### src/rtl/display_scan_ctrl.sv
// Eight-digit multiplexed 7-segment scanner with double-buffered display data.
// Each digit slot is a blanking phase followed by a drive phase; new data is committed at frame end.
module display_scan_ctrl #(
  parameter int REFRESH_DIV = 100000,
  parameter int BLANK_CYC   = 2000
) (
  input  logic        clk,
  input  logic        rst,
  input  logic [31:0] value_in,
  input  logic [7:0]  digit_en_in,
  input  logic [7:0]  dp_in,
  input  logic        lz_in,
  input  logic        load,
  output logic [7:0]  an,
  output logic [7:0]  seg,
  output logic        pending,
  output logic        ack,
  output logic        frame_tick,
  output logic        state_dbg
);

  localparam int CW = (REFRESH_DIV > 1) ? $clog2(REFRESH_DIV) : 1;
  localparam logic [CW-1:0] LAST_CNT   = CW'(REFRESH_DIV - 1);
  localparam logic [CW-1:0] BLANK_LAST = CW'(BLANK_CYC - 1);

  typedef enum logic {ST_BLANK = 1'b0, ST_DRIVE = 1'b1} state_t;

  state_t      state, state_n;
  logic [CW-1:0] cnt, cnt_n;
  logic [2:0]  idx, idx_n;
  logic        slot_end, commit, suppress;
  logic [31:0] sh_val, disp_val, disp_val_n;
  logic [7:0]  sh_en, sh_dp, disp_en, disp_dp, disp_en_n, disp_dp_n;
  logic        sh_lz, disp_lz, disp_lz_n;
  logic [3:0]  nib;
  logic [7:0]  an_n, seg_n;

  function automatic logic [6:0] glyph(input logic [3:0] h);
    case (h)
      4'h0: glyph = 7'b0000001;
      4'h1: glyph = 7'b1001111;
      4'h2: glyph = 7'b0010010;
      4'h3: glyph = 7'b0000110;
      4'h4: glyph = 7'b1001100;
      4'h5: glyph = 7'b0100100;
      4'h6: glyph = 7'b0100000;
      4'h7: glyph = 7'b0001111;
      4'h8: glyph = 7'b0000000;
      4'h9: glyph = 7'b0000100;
      4'hA: glyph = 7'b0001000;
      4'hB: glyph = 7'b1100000;
      4'hC: glyph = 7'b0110001;
      4'hD: glyph = 7'b1000010;
      4'hE: glyph = 7'b0110000;
      default: glyph = 7'b0111000;
    endcase
  endfunction

  assign state_dbg = (state == ST_DRIVE);

  always_comb begin
    state_n  = state;
    cnt_n    = cnt + CW'(1);
    idx_n    = idx;
    slot_end = (state == ST_DRIVE) && (cnt == LAST_CNT);
    case (state)
      ST_BLANK: if (cnt == BLANK_LAST) state_n = ST_DRIVE;
      ST_DRIVE: if (slot_end) begin
        state_n = ST_BLANK;
        cnt_n   = '0;
        idx_n   = idx + 3'd1;
      end
      default: state_n = ST_BLANK;
    endcase

    frame_tick = slot_end && (idx == 3'd7);
    ack        = frame_tick && pending;
    commit     = ack;

    disp_val_n = commit ? sh_val : disp_val;
    disp_en_n  = commit ? sh_en  : disp_en;
    disp_dp_n  = commit ? sh_dp  : disp_dp;
    disp_lz_n  = commit ? sh_lz  : disp_lz;

    // Outputs are registered from next-state values so an/seg line up with the FSM cycle.
    nib      = disp_val_n[{idx_n, 2'b00} +: 4];
    suppress = !disp_en_n[idx_n] ||
               (disp_lz_n && (idx_n != 3'd0) && ((disp_val_n >> {idx_n, 2'b00}) == 32'd0));
    an_n  = 8'hFF;
    seg_n = 8'hFF;
    if (state_n == ST_DRIVE) begin
      seg_n = {~disp_dp_n[idx_n], glyph(nib)};
      if (!suppress) an_n = ~(8'b1 << idx_n);
    end
  end

  always_ff @(posedge clk) begin
    if (rst) begin
      state    <= ST_BLANK;
      cnt      <= '0;
      idx      <= '0;
      pending  <= 1'b0;
      sh_val   <= '0;
      sh_en    <= 8'hFF;
      sh_dp    <= '0;
      sh_lz    <= 1'b0;
      disp_val <= '0;
      disp_en  <= 8'hFF;
      disp_dp  <= '0;
      disp_lz  <= 1'b0;
      an       <= 8'hFF;
      seg      <= 8'hFF;
    end else begin
      state    <= state_n;
      cnt      <= cnt_n;
      idx      <= idx_n;
      // A load coinciding with a commit lands in the shadow after the old shadow was copied.
      pending  <= load | (pending & ~commit);
      if (load) begin
        sh_val <= value_in;
        sh_en  <= digit_en_in;
        sh_dp  <= dp_in;
        sh_lz  <= lz_in;
      end
      disp_val <= disp_val_n;
      disp_en  <= disp_en_n;
      disp_dp  <= disp_dp_n;
      disp_lz  <= disp_lz_n;
      an       <= an_n;
      seg      <= seg_n;
    end
  end

endmodule

### config.mk
export PLATFORM = sky130hd
export DESIGN_NAME = display_scan_ctrl
export DESIGN_NICKNAME = d
export VERILOG_FILES = /design/src/rtl/display_scan_ctrl.sv
export SDC_FILE = /design/constraint.sdc
export NUM_CORES = 1
export LEC_CHECK = 0
export CORE_MARGIN = 1.5
export CORE_UTILIZATION = 55
export DETAILED_ROUTE_END_ITERATION = 16
export HOLD_SLACK_MARGIN = 0.08
export PLACE_DENSITY = 0.87
export SLEW_MARGIN = 10
export SYNTH_ARGS = -nofsm -noshare
export SYNTH_HDL_FRONTEND = slang
export SYNTH_SLANG_ARGS = --single-unit
### constraint.sdc
create_clock -name clk -period 7.6 [get_ports clk]
set_input_delay 1.14 -clock clk [delete_from_list [all_inputs] [get_ports clk]]
set_output_delay 1.14 -clock clk [all_outputs]
set_load 0.05 [all_outputs]
==> flow_metrics.env, run 1 <==
export IMPL_status="finished, final reports clean"
export IMPL_fin_ws_ns=2.91
export IMPL_synth_top_area_cell="dfxtp_1"
export IMPL_cts_tree="built"
export IMPL_grt_antenna_before_repair=0
export IMPL_holdCritPathClass="reg -> reg"
export IMPL_setup_viol=0
export IMPL_max_cap_viol_count=0
export IMPL_ys_warn_count=0
export IMPL_relSlewSlack_pct=30.8
export IMPL_endpoint_kind="flip-flop"
export IMPL_grt_pass1_wl_um=30000
export IMPL_fin_skew_ns=0.0168
export IMPL_rrSetupSlack_ns=2.91
export IMPL_drtAntennaViolNets=0
export IMPL_port_buffers=71
export IMPL_crit_path_cell_trace="or4b_4, nor4_4, a21oi_1, nor2_2, mux2i_1, nand2_1, a21oi_1, o21ai_1, inv_1, ha_1, and4_1, nand3_1, a211oi_2, or3_1, or2_1"
export IMPL_hold_path_startpoint="cnt[0]"
export IMPL_reg2reg_from="cnt[10]"
export IMPL_clkLatencyLatePin_ns=0.43
export IMPL_syn_inst=824
export IMPL_ys_types=81
export IMPL_dieArea_um2=13300
export IMPL_fmax_mhz=213
export IMPL_wire_per_inst_um=17.8
export IMPL_slew_violations=0
export IMPL_cpMostUsedCell="a21oi_1"
export IMPL_instances_no_fill=1045
export IMPL_dp_hpwl_um=12300
export IMPL_clockRootBuffer="clkbuf_16"
export IMPL_syn_cell_area_um2=6940
export IMPL_cts_buffers=17
export IMPL_crit_fanout=16
export IMPL_io_pins=72
export IMPL_cts_hold_fix_buffers=0
export IMPL_critPathKind="reg -> reg"
export IMPL_cp_start_kind="flip-flop"
export IMPL_synth_edf_count=0
export IMPL_gp_congestion=1.02
export IMPL_synth_avg_cell_area_um2=8.42
export IMPL_fin_nets=924
export IMPL_final_hold_violation_count=0
export IMPL_max_stage_delay_ns=0.72
export IMPL_cp_required_ns=7.92
export IMPL_powerDensity_nw_per_um2=197
export IMPL_dp_cells=1013
export IMPL_timing_critical_path_slowest_stage_cell="nor2_2"
export IMPL_grt_max_degree=105
export IMPL_die_h_um=115
export IMPL_antenna_cells=0
export IMPL_synth_seq_cells=136
export IMPL_seq_area_frac_synth_pct=39.2
export IMPL_drt_first_iter_violations=718
export IMPL_grt_usage_pct=29.1
export IMPL_grt_pass1_vias=5860
export IMPL_crit_family="simple AND/OR/NAND/NOR gates"
export IMPL_clkSinkCount=136
export IMPL_viasPerCell=5.93
export IMPL_cp_num_buf_inv=1
export IMPL_fin_util_pct=67.5
export IMPL_vdd_drop_max_mv=0.151
export IMPL_min_period_over_period_pct=61.7
export IMPL_fin_setup_tns_ns=0
export IMPL_pre_cts_ws_ns=3.00
export IMPL_synth_top_cells_by_area="dfxtp_1, mux2i_1, nor2_1"
export IMPL_drive_gt1_share_pct=8.44
export IMPL_dr_pass1_iters=8
export IMPL_core_um2=12200
export IMPL_async_reset_ff_share_pct=0
export IMPL_ys_flop_type="dfxtp_1"
export IMPL_drt_wl_total_um=18600
export IMPL_cts_setup_buffers=0
export IMPL_vias=6196
export IMPL_p_leak_uw=0.00327
export IMPL_syn_nets=884
export IMPL_rsz0062_at_grt="false"
export IMPL_finalCriticalPeriod_ns=4.69
export IMPL_arrival_ns=5.01
export IMPL_cp_startpoint="cnt[10]"
export IMPL_fp_row_count=40
export IMPL_die_w_um=115
export IMPL_area_growth_syn_to_layout_pct=18.3
export IMPL_tightestPinTransition_ns=1.04
export IMPL_cts_buffer_depth=2
export IMPL_drc=0
export IMPL_synth_top_area_share_pct=39.2
export IMPL_post_cts_resized=0
export IMPL_htreeDepth=4
export IMPL_grt_remaining_overflow=0
export IMPL_clkTransAtPathRegs_ns=0.06
export IMPL_start_util_pct=57.0
[routing by layer]
metal / wire length [µm] / global-route usage [%] / vias up
met5: 0 / 0 / -
met1: 8000 / 37.9 / 2860
met2: 8700 / 46.1 / 314
met4: 525 / 13.3 / 0
met3: 1370 / 6.43 / 46
li1: - / - / 2976
[power breakdown]
group          switching (µW)  internal, µW  leakage [µW]  total [µW]
logic                    37.6          45.4       0.00190        83.0
clock network             308           480      0.000266         788
registers                18.9           731       0.00111         750
total                     364          1260       0.00327        1620
[path summary, 6_finish.rpt]
| kind | to | cells past startpoint |
|---|---|---|
| worst max-delay path | an[4] | 15 |
| worst min-delay path | cnt[0] | 1 |
| worst max register to register | an[4] | 15 |
| worst min register to register | cnt[0] | 1 |
[final cells by class]
type	instances	area, µm²
flip-flops and latches	136	2720
clock buffers	20	437
multi-input cells	622	3930
clock inverters	12	128
well taps	168	210
fillers	990	3950
repair buffers	75	733
inverters	12	45.0
[cell families after synthesis]
kind of cell	share of synthesized area (%)
adder cells (fa/ha/maj)	1.44
multiplexers	12.9
flip-flops	39.2
AND/OR/NAND/NOR	24.2
AO/OA/AOI/OAI	16.6
buffers and inverters	4.11
XOR/XNOR	1.52
[registers in the layout (all words and copies together) (netlist names)]
| name | flops |
|---|---|
| idx | 3 |
| cnt | 17 |
| sh_dp | 8 |
| disp_lz | 1 |
| sh_lz | 1 |
| seg | 8 |
| sh_val | 32 |
| state_dbg | 1 |
| disp_val | 32 |
| disp_dp | 8 |
| pending | 1 |
| an | 8 |
| disp_en | 8 |
| sh_en | 8 |
[per-stage QoR]
step	power, µW	hold slack, ns	instance area (µm²)
3_3_place_gp	844	0.436	7640
4_1_cts	1630	0.450	8210
6_report	1620	0.446	8210
5_1_grt	1670	0.467	8210
3_5_place_dp	846	0.442	7640
2_1_floorplan	803	0.418	6940
[cell usage after synthesis (4+ instances only)]
cell type / count
mux2i_1: 75
nand2_1: 115
a31oi_1: 6
xnor2_1: 5
nor3_1: 22
mux2_2: 5
buf_1: 6
o22ai_1: 7
a21oi_1: 54
buf_4: 6
a211oi_1: 10
buf_2: 6
o211ai_1: 4
dfxtp_1: 136
nand3b_1: 5
and2_1: 4
nor2_1: 126
or3_1: 8
inv_1: 12
o21ai_0: 21
clkbuf_1: 35
and3_1: 5
nand4_1: 8
nand2b_1: 9
xor2_1: 7
ha_1: 8
mux4_2: 4
a211o_1: 9
nand3_1: 16
nor2b_1: 10
[layout by cell type, fill, tap and decap left out, types with 9 or more instances in the layout]
cell             netlist  layout
nor2_1               126     126
a211o_1                9       9
nand2b_1               9       9
inv_1                 12      12
clkdlybuf4s50_1        0      69
nand3_1               16      16
nor2b_1               10      10
nand2_1              115     115
o21ai_0               21      21
a21oi_1               54      54
mux2i_1               75      75
clkbuf_16              0      17
nor3_1                22      21
a211oi_1              10      10
dfxtp_1              136     136
[worst reg2reg max path, stage by stage, from the launching register on]
cell and delay (ns):
dfxtp_1 0.41, or4b_4 0.52, nor4_4 0.71, a21oi_1 0.26, nor2_2 0.72, mux2i_1 0.19, nand2_1 0.12, a21oi_1 0.07
o21ai_1 0.22, inv_1 0.14, ha_1 0.27, and4_1 0.17, nand3_1 0.09, a211oi_2 0.06, or3_1 0.42, or2_1 0.21
Power figures use the tool's default switching activity.
==> inputs of run 2 (changes only) <==
--- a/config.mk
+++ b/config.mk
@@ -6,10 +6,10 @@
 export NUM_CORES = 1
 export LEC_CHECK = 0
 export CORE_MARGIN = 1.5
-export CORE_UTILIZATION = 55
+export CORE_UTILIZATION = 52
 export DETAILED_ROUTE_END_ITERATION = 16
 export HOLD_SLACK_MARGIN = 0.08
-export PLACE_DENSITY = 0.87
+export PLACE_DENSITY = 0.86
 export SLEW_MARGIN = 10
 export SYNTH_ARGS = -nofsm -noshare
 export SYNTH_HDL_FRONTEND = slang
==> constraint.sdc (replaced) <==
create_clock -name clk -period 4.3 [get_ports clk]
set_input_delay 0.645 -clock clk [delete_from_list [all_inputs] [get_ports clk]]
set_output_delay 0.645 -clock clk [all_outputs]
set_load 0.05 [all_outputs]
==> run 2 against run 1 <==
Effect of this change: power rose by 90%; cell count rose by 2.8%; sequential power rose by 76%; highest routed layer unchanged; global-route usage fell by 0.65 points; combinational power rose by 76%; clock skew fell by 0.0056 ns; routed wire length rose by 3.8%; non-clock buffer count rose by 21; critical path depth rose by 1.
==> flow_metrics.env, run 2 (synthesized netlist as in run 1, its figures left out) <==
export IMPL_port_buffers=71
export IMPL_max_cap_viol_count=0
export IMPL_clkLatencyLatePin_ns=0.43
export IMPL_cts_hold_fix_buffers=0
export IMPL_max_stage_delay_ns=0.52
export IMPL_cts_buffers=17
export IMPL_vias=6313
export IMPL_antenna_cells=0
export IMPL_arrival_ns=4.42
export IMPL_cts_setup_buffers=0
export IMPL_powerDensity_nw_per_um2=363
export IMPL_p_seq_share_pct=42.9
export IMPL_fin_setup_tns_ns=0
export IMPL_grt_pass1_vias=6024
export IMPL_dp_hpwl_um=13400
export IMPL_top_regs="disp_val (32), sh_val (32), cnt (17)"
export IMPL_area_growth_syn_to_layout_pct=22.4
export IMPL_crit_fanout=10
export IMPL_pwr_share_clk_pct=52.4
export IMPL_die_h_um=118
export IMPL_hold_slack_ns=0.451
export IMPL_dieArea_um2=14000
export IMPL_dr_pass1_iters=5
export IMPL_gp_congestion=1.06
export IMPL_comb_power_share_pct=4.7
export IMPL_die_w_um=118
export IMPL_cp_num_cells=16
export IMPL_grt_antenna_before_repair=0
export IMPL_clkSinkCount=136
export IMPL_wl_met3_um=1350
export IMPL_placed_cell_area_um2=7840
export IMPL_pre_cts_ws_ns=0.336
export IMPL_final_common_cell="dfxtp_1"
export IMPL_clkTransAtPathRegs_ns=0.06
export IMPL_drtAntennaViolNets=0
export IMPL_cts_buffer_depth=2
export IMPL_slew_violations=0
export IMPL_top_layer="met4"
export IMPL_wl_met2_um=9170
export IMPL_drc=0
export IMPL_start_util_pct=52.8
export IMPL_cp_num_buf_inv=2
export IMPL_power_switching_uw=661
export IMPL_layout_common_cells="dfxtp_1, nor2_1, nand2_1, mux2i_1, clkdlybuf4s50_1"
export IMPL_drt_first_iter_violations=719
export IMPL_fmax_mhz=246
export IMPL_drt_wl_total_um=19300
export IMPL_grt_max_degree=105
export IMPL_holdCritPathClass="reg -> reg"
export IMPL_worst_r2r_path_depth=16
export IMPL_cp_start_kind="flip-flop"
export IMPL_grt_pass1_wl_um=31500
export IMPL_cp_required_ns=4.65
export IMPL_final_hold_violation_count=0
export IMPL_fp_row_count=42
export IMPL_relSlewSlack_pct=32.3
export IMPL_timing_critical_path_slowest_stage_cell="or4b_4"
export IMPL_vdd_drop_max_mv=0.360
export IMPL_holdPathStages=1
export IMPL_htreeDepth=4
export IMPL_fin_util_pct=64.6
export IMPL_sw_frac_of_total_pct=21.4
export IMPL_post_cts_resized=0
export IMPL_endpoint_kind="flip-flop"
export IMPL_critPathKind="reg -> reg"
export IMPL_crit_family="simple AND/OR/NAND/NOR gates"
export IMPL_drive_gt1_share_pct=10.9
export IMPL_core_um2=13100
export IMPL_setup_viol=0
export IMPL_tightestPinTransition_ns=1.02
export IMPL_internal_power_uw=2420
export IMPL_grt_remaining_overflow=0
export IMPL_cts_tree="built"
export IMPL_crit_path_cell_trace="or4b_4, or4b_1, buf_4, nor2_4, nor4_1, a31oi_1, o22ai_1, a21oi_1, o21ai_1, inv_1, ha_1, and4_1, nand3_1, a211oi_2, or3_1, nand2b_1"
export IMPL_fin_skew_ns=0.0112
export IMPL_viasPerCell=5.88
export IMPL_stdcell_area_um2=8490
export IMPL_fin_nets=945
export IMPL_p_leak_uw=0.00344
export IMPL_wire_per_inst_um=18.0
export IMPL_grt_usage_pct=28.4
export IMPL_io_pins=72
export IMPL_fin_ws_ns=0.238
export IMPL_status="finished, final reports clean"
export IMPL_rsz0062_at_grt="false"
export IMPL_finalCriticalPeriod_ns=4.06
export IMPL_wl_met1_um=8340
export IMPL_clockRootBuffer="clkbuf_16"
export IMPL_min_period_over_period_pct=94.5
==> run 2: cell types whose count changed in the layout (fill, tap and decap cells not counted), sizes merged <==
cell,before,now
buf,6,28
bufinv,2,5
clkinvlp,4,1
inv,13,15
clkbuf,20,19
clkdlybuf4s50,69,68
clkinv,5,4
==> run 2: per-stage QoR <==
stage,std cells,power [µW]
finish,1074,3080
global route,1074,3180
CTS,1074,3110
detailed placement,1042,1490
global placement,1042,1490
floorplan,824,1420
==> run 2: worst register-to-register path: stages (launching register included) <==
cell and delay (ns):
dfxtp_1 0.42, or4b_4 0.52, or4b_1 0.52, buf_4 0.21, nor2_4 0.25, nor4_1 0.07, a31oi_1 0.35, o22ai_1 0.19
a21oi_1 0.13, o21ai_1 0.10, inv_1 0.13, ha_1 0.23, and4_1 0.19, nand3_1 0.09, a211oi_2 0.29, or3_1 0.19
nand2b_1 0.11
==> run 2: worst paths after layout <==
check,start,endpoint,slack [ns]
max reg2reg,cnt[10],an[6],0.24
min reg2reg,cnt[0],cnt[0],0.45
min,cnt[0],cnt[0],0.45
max,cnt[10],an[6],0.24
==> run 2: power groups by stage <==
| stage | combinational (µW) | clock (µW) | sequential [µW] |
|---|---|---|---|
| after detailed placement | 145 | 0 | 1350 |
| final | 146 | 1620 | 1320 |
| after global routing | 160 | 1700 | 1330 |
| after floorplan | 80.7 | 0 | 1340 |
| after global placement | 142 | 0 | 1350 |
| after CTS | 147 | 1640 | 1320 |
==> run 2: layer usage <==
layer / up-vias / global-route usage [%]
met5: - / 0
met3: 39 / 6.23
met2: 274 / 46.2
li1: 3029 / -
met1: 2971 / 37.4
met4: 0 / 9.86
==> run 2: cell type report <==
| type | count | area, µm² |
|---|---|---|
| fillers | 1112 | 4640 |
| multi-input cells | 622 | 3930 |
| flip-flops and latches | 136 | 2720 |
| repair buffers | 96 | 913 |
| clock buffers | 19 | 443 |
| well taps | 176 | 220 |
| clock inverters | 13 | 215 |
| inverters | 12 | 45.0 |
==> inputs of run 3 (changes only) <==
--- a/config.mk
+++ b/config.mk
@@ -5,11 +5,14 @@
 export SDC_FILE = /design/constraint.sdc
 export NUM_CORES = 1
 export LEC_CHECK = 0
+export CORE_ASPECT_RATIO = 1.5
 export CORE_MARGIN = 1.5
 export CORE_UTILIZATION = 52
+export CTS_CLUSTER_SIZE = 8
 export DETAILED_ROUTE_END_ITERATION = 16
 export HOLD_SLACK_MARGIN = 0.08
 export PLACE_DENSITY = 0.86
+export RECOVER_POWER = 50
 export SLEW_MARGIN = 10
 export SYNTH_ARGS = -nofsm -noshare
 export SYNTH_HDL_FRONTEND = slang
==> run 3 against run 2 <==
Effect of this change: the run now ends with max-capacitance violations, max-slew violations left; die area grew 0.11%; first-iteration DRC count fell by 27%; sequential share of layout area grew 0.27 points; hold slack worse by 0.0015 ns; fmax grew 1.1%; design area fell by 0.84%; sequential cell count did not move; sequential power about the same; register-to-register slack improved by 0.05 ns; largest power group unchanged.
==> flow_metrics.env, run 3 (synthesized netlist as in run 1, its figures left out) <==
export IMPL_instances_no_fill=1061
export IMPL_die_w_um=97.3
export IMPL_dp_hpwl_um=14500
export IMPL_cp_required_ns=4.65
export IMPL_min_period_over_period_pct=93.4
export IMPL_slew_violations=61
export IMPL_wire_per_inst_um=19.1
export IMPL_cts_buffers=17
export IMPL_p_leak_uw=0.00337
export IMPL_post_cts_resized=0
export IMPL_cts_tree="built"
export IMPL_drt_wl_total_um=20300
export IMPL_max_stage_delay_ns=0.59
export IMPL_clkSinkCount=136
export IMPL_fill_cells=1093
export IMPL_die_h_um=144
export IMPL_powerDensity_nw_per_um2=346
export IMPL_drtAntennaViolNets=0
export IMPL_relSlewSlack_pct=-34.4
export IMPL_fmax_mhz=249
export IMPL_grt_pass1_vias=6157
export IMPL_cp_num_buf_inv=0
export IMPL_critPathKind="reg -> reg"
export IMPL_grt_antenna_before_repair=0
export IMPL_gp_congestion=0.999
export IMPL_drc=0
export IMPL_dr_pass1_iters=5
export IMPL_fin_skew_ns=0.0128
export IMPL_crit_family="simple AND/OR/NAND/NOR gates"
export IMPL_vias=6395
export IMPL_drive_gt1_share_pct=11.1
export IMPL_rsz0062_at_grt="false"
export IMPL_antenna_cells=0
export IMPL_fp_row_count=51
export IMPL_clockRootBuffer="clkbuf_16"
export IMPL_core_um2=13000
export IMPL_cp_start_kind="flip-flop"
export IMPL_area_growth_syn_to_layout_pct=21.4
export IMPL_setup_viol=0
export IMPL_viasPerCell=6.03
export IMPL_cts_hold_fix_buffers=0
export IMPL_port_buffers=71
export IMPL_clkTransAtPathRegs_ns=0.07
export IMPL_vdd_drop_max_mv=0.315
export IMPL_finalCriticalPeriod_ns=4.02
export IMPL_cp_startpoint="cnt[5]"
export IMPL_grt_max_degree=71
export IMPL_regArea_um2=2720
export IMPL_crit_path_cell_trace="or4b_4, or4b_4, or2_1, nor3_1, o21ai_0, a32oi_1, nor2_1, a211oi_2, ha_1, and4_1, nand3_1, a211oi_2, or3_1, nand2b_1"
export IMPL_clkLatencyLatePin_ns=0.42
export IMPL_fin_nets=949
export IMPL_cts_buffer_depth=2
export IMPL_fin_util_pct=64.7
export IMPL_grt_pass1_wl_um=32600
export IMPL_max_cap_viol_count=2
export IMPL_cts_setup_buffers=0
export IMPL_dp_cells=1029
export IMPL_grt_usage_pct=29.3
export IMPL_final_common_cell="dfxtp_1"
export IMPL_layout_common_cells="dfxtp_1, nor2_1, nand2_1, mux2i_1, a21oi_1"
export IMPL_reg2reg_from="cnt[5]"
export IMPL_multiInputGateArea_um2=3930
export IMPL_crit_fanout=7
export IMPL_top_regs="disp_val (32), sh_val (32), cnt (17)"
export IMPL_drt_first_iter_violations=527
export IMPL_holdCritPathClass="reg -> reg"
export IMPL_io_pins=72
export IMPL_arrival_ns=4.36
export IMPL_grt_remaining_overflow=0
export IMPL_htreeDepth=4
export IMPL_violations="max-capacitance violations, max-slew violations"
export IMPL_hold_path_startpoint="cnt[0]"
export IMPL_dieArea_um2=14100
export IMPL_status="finished with violations"
export IMPL_fin_setup_tns_ns=0
export IMPL_start_util_pct=53.3
export IMPL_final_hold_violation_count=0
export IMPL_endpoint_kind="flip-flop"
export IMPL_timing_critical_path_slowest_stage_cell="or4b_4"
export IMPL_tightestPinTransition_ns=2.02
run 3: cell types whose count changed in the layout (fill, tap and decap cells not counted), moves of 2 or more:
cell / delta
inv_8: +4
clkdlybuf4s50_1: -18
inv_6: +2
bufinv_16: -4
buf_4: +2
dlygate4sd3_1: +18
clkbuf_1: +2
run 3: per-stage QoR:
stage / power, µW / area [µm²] / hold WS [ns] / worst slack (ns)
final: 2920 / 8420 / 0.450 / 0.284
after global routing: 3010 / 8420 / 0.476 / 0.0834
after CTS: 2940 / 8430 / 0.456 / 0.187
after detailed placement: 1490 / 7840 / 0.446 / 0.212
after global placement: 1490 / 7840 / 0.431 / 0.276
after floorplan: 1420 / 6940 / 0.418 / 0.419
run 3: per-layer routing:
metal  share of wire (%)  wire (µm)  track usage (%)
met5                   0          0                0
met3                 5.9       1210             5.32
met1                  40       8090             34.7
met4                 4.5        918             16.8
met2                  50      10000             50.1
run 3: final timing paths:
path	endpoint	slack, ns	cells past startpoint
min reg2reg	cnt[0]	0.45	1
max	an[6]	0.28	14
max reg2reg	an[6]	0.28	14
min	cnt[0]	0.45	1
run 3: cell type report:
| class | instances | area share, % |
|---|---|---|
| clock inverters | 14 | 1.80 |
| flip-flops and latches | 136 | 32.3 |
| multi-input cells | 622 | 46.7 |
| inverters | 12 | 0.535 |
| well taps | 159 | 2.36 |
| clock buffers | 18 | 5.21 |
| repair buffers | 100 | 11.1 |
run 3: worst register-to-register path, stage by stage, from the launching register on:
cell      delay, ns
dfxtp_1        0.35
or4b_4         0.59
or4b_4         0.57
or2_1          0.38
nor3_1         0.20
o21ai_0        0.12
a32oi_1        0.24
nor2_1         0.07
a211oi_2       0.24
ha_1           0.27
and4_1         0.20
nand3_1        0.08
a211oi_2       0.31
or3_1          0.21
nand2b_1       0.11
run 3: where the power goes:
group	switching, µW	internal, µW
clock	612	837
combinational	65.4	82.1
sequential	30.8	1290
total	708	2210
